===== src/rtl/sync_coupled_oscillator.sv =====
// -----------------------------------------------------------------------------
// sync_coupled_oscillator
//
// Phase-accumulator oscillator with spin-style coupling. Each enabled cycle the
// phase advances by BASE_STEP plus a coupling term sum(s_i * J_i). The term
// s_i is +1 when neighbour i disagrees with the current output and -1 when it
// agrees. The applied step is clamped to [1, 2^ACC_W-1]. A carry out of the
// accumulator flips the output, and the remainder stays in the phase. The
// module also measures the length of each half period in enabled cycles.
//
// Parameters:
//   N          number of coupling inputs
//   W          width of each signed coupling weight
//   ACC_W      phase accumulator width
//   BASE_STEP  uncoupled phase increment (1 .. 2^ACC_W-1)
//   CYC_W      width of the half-period measurement
//
// Ports:
//   clk               clock, rising edge
//   rst               asynchronous active-high reset
//   en                advance the phase this cycle
//   load              synchronous spin preset (has priority over en)
//   load_val          spin value applied on load
//   coupling_inputs   neighbour spins, bit i = neighbour i
//   coupling_weights  J_i at bits [i*W +: W], two's complement
//   out               registered spin / oscillator output
//   toggle            one-cycle pulse in the cycle after an overflow flip
//   half_period       enabled-cycle length of the last completed half period
//   period_valid      half_period holds a measurement since reset/load
// -----------------------------------------------------------------------------
module sync_coupled_oscillator #(
   parameter int N         = 3,
   parameter int W         = 3,
   parameter int ACC_W     = 8,
   parameter int BASE_STEP = 16,
   parameter int CYC_W     = 16
) (
   input  logic                 clk,
   input  logic                 rst,
   input  logic                 en,
   input  logic                 load,
   input  logic                 load_val,
   input  logic [N-1:0]         coupling_inputs,
   input  logic [N*W-1:0]       coupling_weights,
   output logic                 out,
   output logic                 toggle,
   output logic [CYC_W-1:0]     half_period,
   output logic                 period_valid
);

   // The sum is wide enough for BASE_STEP plus N worst-case weight magnitudes.
   // The clamp below therefore always sees the true signed value.
   localparam int SUM_W = W + $clog2(N + 1) + ACC_W + 3;

   localparam logic signed [SUM_W-1:0] BASE_S   = SUM_W'(BASE_STEP);
   localparam logic signed [SUM_W-1:0] STEP_MIN = SUM_W'(1);
   localparam logic signed [SUM_W-1:0] STEP_MAX = SUM_W'((1 << ACC_W) - 1);

   logic                  out_reg;
   logic                  toggle_reg;
   logic [ACC_W-1:0]      phase_reg;
   logic [CYC_W-1:0]      cyc_reg;
   logic [CYC_W-1:0]      half_period_reg;
   logic                  period_valid_reg;

   logic signed [SUM_W-1:0] term [N];
   logic signed [SUM_W-1:0] raw_step;
   logic [ACC_W-1:0]        step;
   logic [ACC_W:0]          phase_sum;
   logic                    carry;
   logic [CYC_W-1:0]        cyc_sat_inc;

   // Each term is +J_i when neighbour i disagrees with out, and -J_i otherwise.
   generate
      for (genvar gi = 0; gi < N; gi++) begin : g_term
         logic [W-1:0]            j_raw;
         logic signed [SUM_W-1:0] j_ext;
         assign j_raw    = coupling_weights[gi*W +: W];
         assign j_ext    = {{(SUM_W - W){j_raw[W-1]}}, j_raw};
         assign term[gi] = (coupling_inputs[gi] != out_reg) ? j_ext : -j_ext;
      end
   endgenerate

   always_comb begin
      raw_step = BASE_S;
      for (int i = 0; i < N; i++) begin
         raw_step = raw_step + term[i];
      end
   end

   // Clamp the step to [1, 2^ACC_W-1]. With this range the phase always
   // moves forward, and it wraps at most once per cycle.
   always_comb begin
      if (raw_step < STEP_MIN) begin
         step = {{(ACC_W-1){1'b0}}, 1'b1};
      end else if (raw_step > STEP_MAX) begin
         step = '1;
      end else begin
         step = raw_step[ACC_W-1:0];
      end
   end

   assign phase_sum = {1'b0, phase_reg} + {1'b0, step};
   assign carry     = phase_sum[ACC_W];

   // Saturating increment. It also gives min(cyc+1, max) for the half-period
   // capture.
   assign cyc_sat_inc = (cyc_reg == '1) ? cyc_reg : cyc_reg + 1'b1;

   always_ff @(posedge clk or posedge rst) begin
      if (rst) begin
         out_reg          <= 1'b0;
         toggle_reg       <= 1'b0;
         phase_reg        <= '0;
         cyc_reg          <= '0;
         half_period_reg  <= '0;
         period_valid_reg <= 1'b0;
      end else if (load) begin
         out_reg          <= load_val;
         toggle_reg       <= 1'b0;
         phase_reg        <= '0;
         cyc_reg          <= '0;
         period_valid_reg <= 1'b0;
      end else if (en) begin
         // Keep the low bits after a wrap so that no phase is lost.
         phase_reg  <= phase_sum[ACC_W-1:0];
         toggle_reg <= carry;
         if (carry) begin
            out_reg          <= ~out_reg;
            half_period_reg  <= cyc_sat_inc;
            cyc_reg          <= '0;
            period_valid_reg <= 1'b1;
         end else begin
            cyc_reg <= cyc_sat_inc;
         end
      end else begin
         toggle_reg <= 1'b0;
      end
   end

   assign out          = out_reg;
   assign toggle       = toggle_reg;
   assign half_period  = half_period_reg;
   assign period_valid = period_valid_reg;

endmodule


===== config.mk =====
export PLATFORM = sky130hd
export DESIGN_NAME = sync_coupled_oscillator
export DESIGN_NICKNAME = d
export VERILOG_FILES = /design/src/rtl/sync_coupled_oscillator.sv
export SDC_FILE = /design/constraint.sdc
export NUM_CORES = 1
export LEC_CHECK = 0
export CAP_MARGIN = 20
export CORE_ASPECT_RATIO = 1.1
export CORE_MARGIN = 8
export CORE_UTILIZATION = 35
export CTS_BUF_LIST = sky130_fd_sc_hd__clkbuf_8
export DETAILED_ROUTE_END_ITERATION = 6
export PLACE_DENSITY = 0.6
export SYNTH_ARGS = -nofsm -noshare
export SYNTH_HDL_FRONTEND = slang
export SYNTH_SLANG_ARGS = --single-unit

===== constraint.sdc =====
create_clock -name clk -period 20.8 [get_ports clk]
set_input_delay 2.08 -clock clk [delete_from_list [all_inputs] [get_ports clk]]
set_output_delay 2.08 -clock clk [all_outputs]
set_load 0.02 [all_outputs]

### Word level (Yosys, flattened, before mapping)

Index checks and enable logic that the tools add are counted.

* input bits: 17
* output and inout port bits: 19
* bits in registers: 43

* bitwise gates (word level): 2
* reduce and logical (&&, ||, !) cells: 4
* mux-type cells: 19
* magnitude comparators: 2
* equal/unequal tests: 4
* add/subtract/negate cells: 8

Operator list (count)
* 2-to-1 mux 16 bit: 7
* negation 3 -> 16 bit: 3
* adder 16 bit: 2
* 2-to-1 mux 8 bit: 4
* adder 16 x 1 -> 16 bit (second input constant): 1
* adder 6 x 16 -> 16 bit (first input constant): 1
* equality test 16 bit (second input constant): 1
* greater-than comparator 16 x 9 -> 1 bit (second input constant): 1
* less-than comparator 16 x 2 -> 1 bit (second input constant): 1
* adder 8 x 8 -> 9 bit: 1
* 2-to-1 mux 1 bit: 8
* nonzero test 2 bit: 2
* inequality test 1 bit: 3
* AND reduction 3 bit: 1
* NOT 1 bit: 2
* AND reduction 2 bit: 1

### Logic depth before layout (Yosys ltp)

* depth in word-level cells: 12
* mapped depth: 29
* mapped depth without buffers: 26

### Least setup slack after synthesis

Ideal clock, no wire load.

* path type: input to register
* start point: in coupling_inputs[2]
* end point: reg cyc_reg[3]
* stages: 25
* slack: 12.584 ns
* data arrival time: 8.136 ns
* data required time: 20.721 ns
* setup time: 0.079 ns
* path buffers: 2
* path through: xnor2_1 > nor2_1 > a21o_1 > fa_1 > fa_1 > inv_1 > ha_1 > nor2b_4 > o31a_1 > or4_1 > a211oi_2 > o221ai_2 > nor4_4 > nand3b_1 > ha_1 > fa_1 > a21o_1 > a21oi_1 > o21bai_1 > a2111o_1 > a21oi_1 > buf_2 > buf_4 > a21oi_1 > mux2i_1

* longest elaborated chain between the ends: 10
* elaborated cells on any way between the ends: 11
* classes of those cells: add/sub (2); order compare (2); eq/ne (1); mux (6)

RTL lines
* start, declared: line 43 `input logic [N-1:0] coupling_inputs,`
* inequality test 1 bit *: line 80 `assign term[gi] = (coupling_inputs[gi] != out_reg) ? j_ext : -j_ext;`
* 2-to-1 mux 16 bit *: line 80
* adder 16 bit *: line 87 `raw_step = raw_step + term[i];`
* greater-than comparator 16 x 9 -> 1 bit: line 96 `end else if (raw_step > STEP_MAX) begin`
* 2-to-1 mux 8 bit: line 96
* 2-to-1 mux 8 bit *: line 94 `if (raw_step < STEP_MIN) begin`
* adder 8 x 8 -> 9 bit *: line 103 `assign phase_sum = {1'b0, phase_reg} + {1'b0, step};`
* 2-to-1 mux 16 bit *: line 128 `if (carry) begin`
* 2-to-1 mux 16 bit *: line 124 `end else if (en) begin`
* 2-to-1 mux 16 bit *: line 118 `end else if (load) begin`
* end signal, assigned: line 134 `cyc_reg <= cyc_sat_inc;`
* end, declared: line 62 `logic [CYC_W-1:0] cyc_reg;`

Every way passes the cells marked *; elsewhere a longest branch is shown, timed or not. The select of a mux whose other input is x is not followed.
A chain may end at the register's enable or synchronous reset.

### Worst setup path after layout

* start point: in coupling_inputs[2]
* end point: reg half_period_reg[5], in the netlist half_period[5]

* longest elaborated chain between the ends: 8
* elaborated cells on any way between the ends: 9
* classes of those cells: add/sub (2); order compare (2); eq/ne (1); mux (3); reduce/logical (1)

RTL lines
* inequality test 1 bit *: line 80
* 2-to-1 mux 16 bit *: line 80
* adder 16 bit *: line 87
* greater-than comparator 16 x 9 -> 1 bit: line 96
* 2-to-1 mux 8 bit: line 96
* 2-to-1 mux 8 bit *: line 94
* adder 8 x 8 -> 9 bit *: line 103
* AND reduction 3 bit (no source line) *
* end signal, assigned: line 130 `half_period_reg <= cyc_sat_inc;`
* end, declared: line 63 `logic [CYC_W-1:0] half_period_reg;`

Every way passes the cells marked *; elsewhere a longest branch is shown, timed or not.

==> reports/results.ini <==
[run_status]
status = completed

[floorplan]
num_rows = 40
core_area_um2 = 10710
chipWidth_um = 115.1
num_io_pins = 36
start_util_pct = 35.30
dieHeight_um = 125.0
die_area_um2 = 14390

[yosys]
synth-edff-count = 0
netlist_top_cells_count = dfrtp_1, ha_1, a21oi_1
syn_avg_cell_area_um2 = 8.732
ys_warn_count = 0
yosysTopAreaCell = dfrtp_1
synth_seq_area_share_pct = 28.46
async_flop_share_pct = 100.0
ys_seq_elements = 43
syn_nets = 503
syn_area_um2 = 3781
netlist_instances = 433
synth_top_cell_area_share_pct = 28.46
synth_cell_types = 55
synth_area_leaders = dfrtp_1, ha_1, a21oi_1
synth_ff_type = dfrtp_1

[clock_network]
cts_inserted_buffers = 5
cts_root_buf = clkbuf_8
clockBufferDepth = 2
postCtsSetupRepairBufs = 0
htree_levels = 2
cts.sinks = 43
cts_tree = done
cts-resized-gates = 0
cts_hold_buf = 0
clkLatencyLatePin_ns = 0.30
clk_pin_slew_ns = 0.09

[cells_and_area]
diodes = 0
fill_cells = 1094
seq_area_um2 = 1076
synthToLayoutAreaGrowth_pct = 15.39
multi_input_area_um2 = 2489
drive_gt1_share_pct = 4.957
fin_nets = 533
final_area_um2 = 4363

[worst_hold_path]
min_to = half_period[3]
min-delay-start = half_period[3]
worstHoldPathCells = 2
min_path_type = flop to flop

[worst_setup_path]
critPathTopFamily = simple AND/OR/NAND/NOR gates
end_kind = flop
r2r-start = out
r2r_end = half_period[5]
cpMaxStageDelayCell = nand3b_1
max_stage_delay_ns = 0.75
rr_worst_depth = 23
arrival_ns = 9.46
worst-setup-path-type = input pin to flop
reg2reg_slack_ns = 13.22
worstPathRequired_ns = 20.99
cp_common_cell = fa_1
worst_setup_path_start_kind = input pin
crit_fanout = 31
crit_chain = clkdlybuf4s50_1 > xnor2_1 > nor2_1 > a21o_1 > fa_1 > fa_1 > inv_1 > ha_1 > nor2b_4 > o31a_1 > or4_1 > a211oi_2 > o221ai_2 > nor4_4 > nand3b_1 > ha_1 > fa_1 > a21o_1 > a21oi_1 > o21bai_1 > a2111o_1 > nand3b_1 > inv_1 > mux2_2
cp_num_buf_inv = 3

[grt]
grtUsageMet2_pct = 19.94
overflow = 0
grt_use_met1_pct = 14.22
grt_max_degree = 44
antenna_found_initial = 0
grt_pass1_wl_mm = 13.82
grt_most_used_layer = met2
met3_usage_pct = 1.637
grt_use_total_pct = 11.41
grt_pass1_vias = 3004

[placement]
place_area_um2 = 4264
hpwl_mm = 6.355
place_congestion = 0.8108
portBuffers = 35

[job]
max_cap_viol_count = 0

[sta]
fin_setup_tns_ns = 0
finalCriticalPeriod_ns = 9.270
slew_headroom_pct = 35.10
fin_crit_sh_pct = 44.57
max_freq_mhz = 107.9
tightest_slew_ns = 0.9706
slew_violations = 0
setup_violations = 0
hold_violations = 0
grt_setup_unrepaired = no
skew_ns = 0.009564

[drt]
route.vias.total = 3088
viasPerCell = 5.054
wl_per_cell_um = 13.08
wl_mm = 7.992
firstDrtPassIters = 4
drt_iter0_markers = 60
drc = 0
ant_nets = 0

==> per-stage QoR <==
step / hold slack (ns) / setup WS (ns) / std cells / utilization [%]
final: 0.4869 / 11.53 / 611 / 40.74
after global routing: 0.5216 / 10.94 / 611 / 40.74
after CTS: 0.4911 / 11.50 / 611 / 40.74
after detailed placement: 0.4707 / 11.18 / 603 / 39.81
after global placement: 0.4709 / 11.39 / 603 / 39.81
after floorplan: 0.4563 / 12.58 / 433 / -
==> layout make-up <==
cell class                 instances  area share (%)
clock buffer                       6           1.893
clock inverter                     2          0.3728
inverter                          40           3.441
multi-input combinational        336           57.04
sequential                        43           24.66
tap                              147           4.216
timing repair buffer              37           8.374
==> cells by family (layout without fill, tap and decap cells) <==
| logic type | Yosys count | count (layout) | synth area share [%] |
|---|---|---|---|
| multiplexers | 9 | 9 | 2.416 |
| XOR/XNOR | 30 | 30 | 6.949 |
| buffers and inverters | 54 | 85 | 5.725 |
| adder cells (fa/ha/maj) | 53 | 53 | 19.52 |
| flip-flops | 43 | 43 | 28.46 |
| AND/OR/NAND/NOR | 121 | 121 | 16.12 |
| AO/OA/AOI/OAI | 123 | 123 | 20.81 |
==> placed cells by master, fill, tap and decap left out, drive strengths merged, types with 5 or more instances in the layout <==
master	n
a21o	16
a21oi	41
xnor2	16
dfrtp	43
and3	6
clkbuf	6
fa	10
ha	43
o21ai	32
nor2	35
nand3	20
nand2	29
inv	39
xor2	14
clkdlybuf4s50	35
mux2i	8
a211oi	5
==> per-layer routing <==
layer	up-vias	share of wire, %
li1	1590	-
met1	1460	46
met2	27	51
met3	11	2.0
met4	0	1.1
met5	-	0
==> worst register-to-register path: stages, from the launching register on <==
cell and delay, ns:
dfrtp_1 0.47, xnor2_1 0.62, nor2_1 0.12, a21o_1 0.21
fa_1 0.46, fa_1 0.52, inv_1 0.04, ha_1 0.33
nor2b_4 0.14, o31a_1 0.27, or4_1 0.49, a211oi_2 0.25
o221ai_2 0.15, nor4_4 0.41, nand3b_1 0.14, ha_1 0.22
fa_1 0.41, a21o_1 0.19, a21oi_1 0.21, o21bai_1 0.12
a2111o_1 0.48, nand3b_1 0.75, inv_1 0.15, mux2_2 0.30
==> how the worst max path moves through the flow <==
stage | from | endpoint | slack [ns] | cells past startpoint
6_report | coupling_inputs[2] | half_period[5] | 11.53 | 24
5_1_grt | coupling_inputs[2] | half_period[5] | 10.94 | 24
4_1_cts | coupling_inputs[2] | half_period[5] | 11.50 | 24
3_5_place_dp | coupling_inputs[2] | half_period[5] | 11.18 | 24
3_3_place_gp | coupling_inputs[2] | half_period[5] | 11.39 | 24
2_1_floorplan | coupling_inputs[2] | cyc_reg[3] | 12.58 | 25
Power is not shown: default switching activity piles up to over one toggle a cycle in this logic, so the estimate is an artifact.
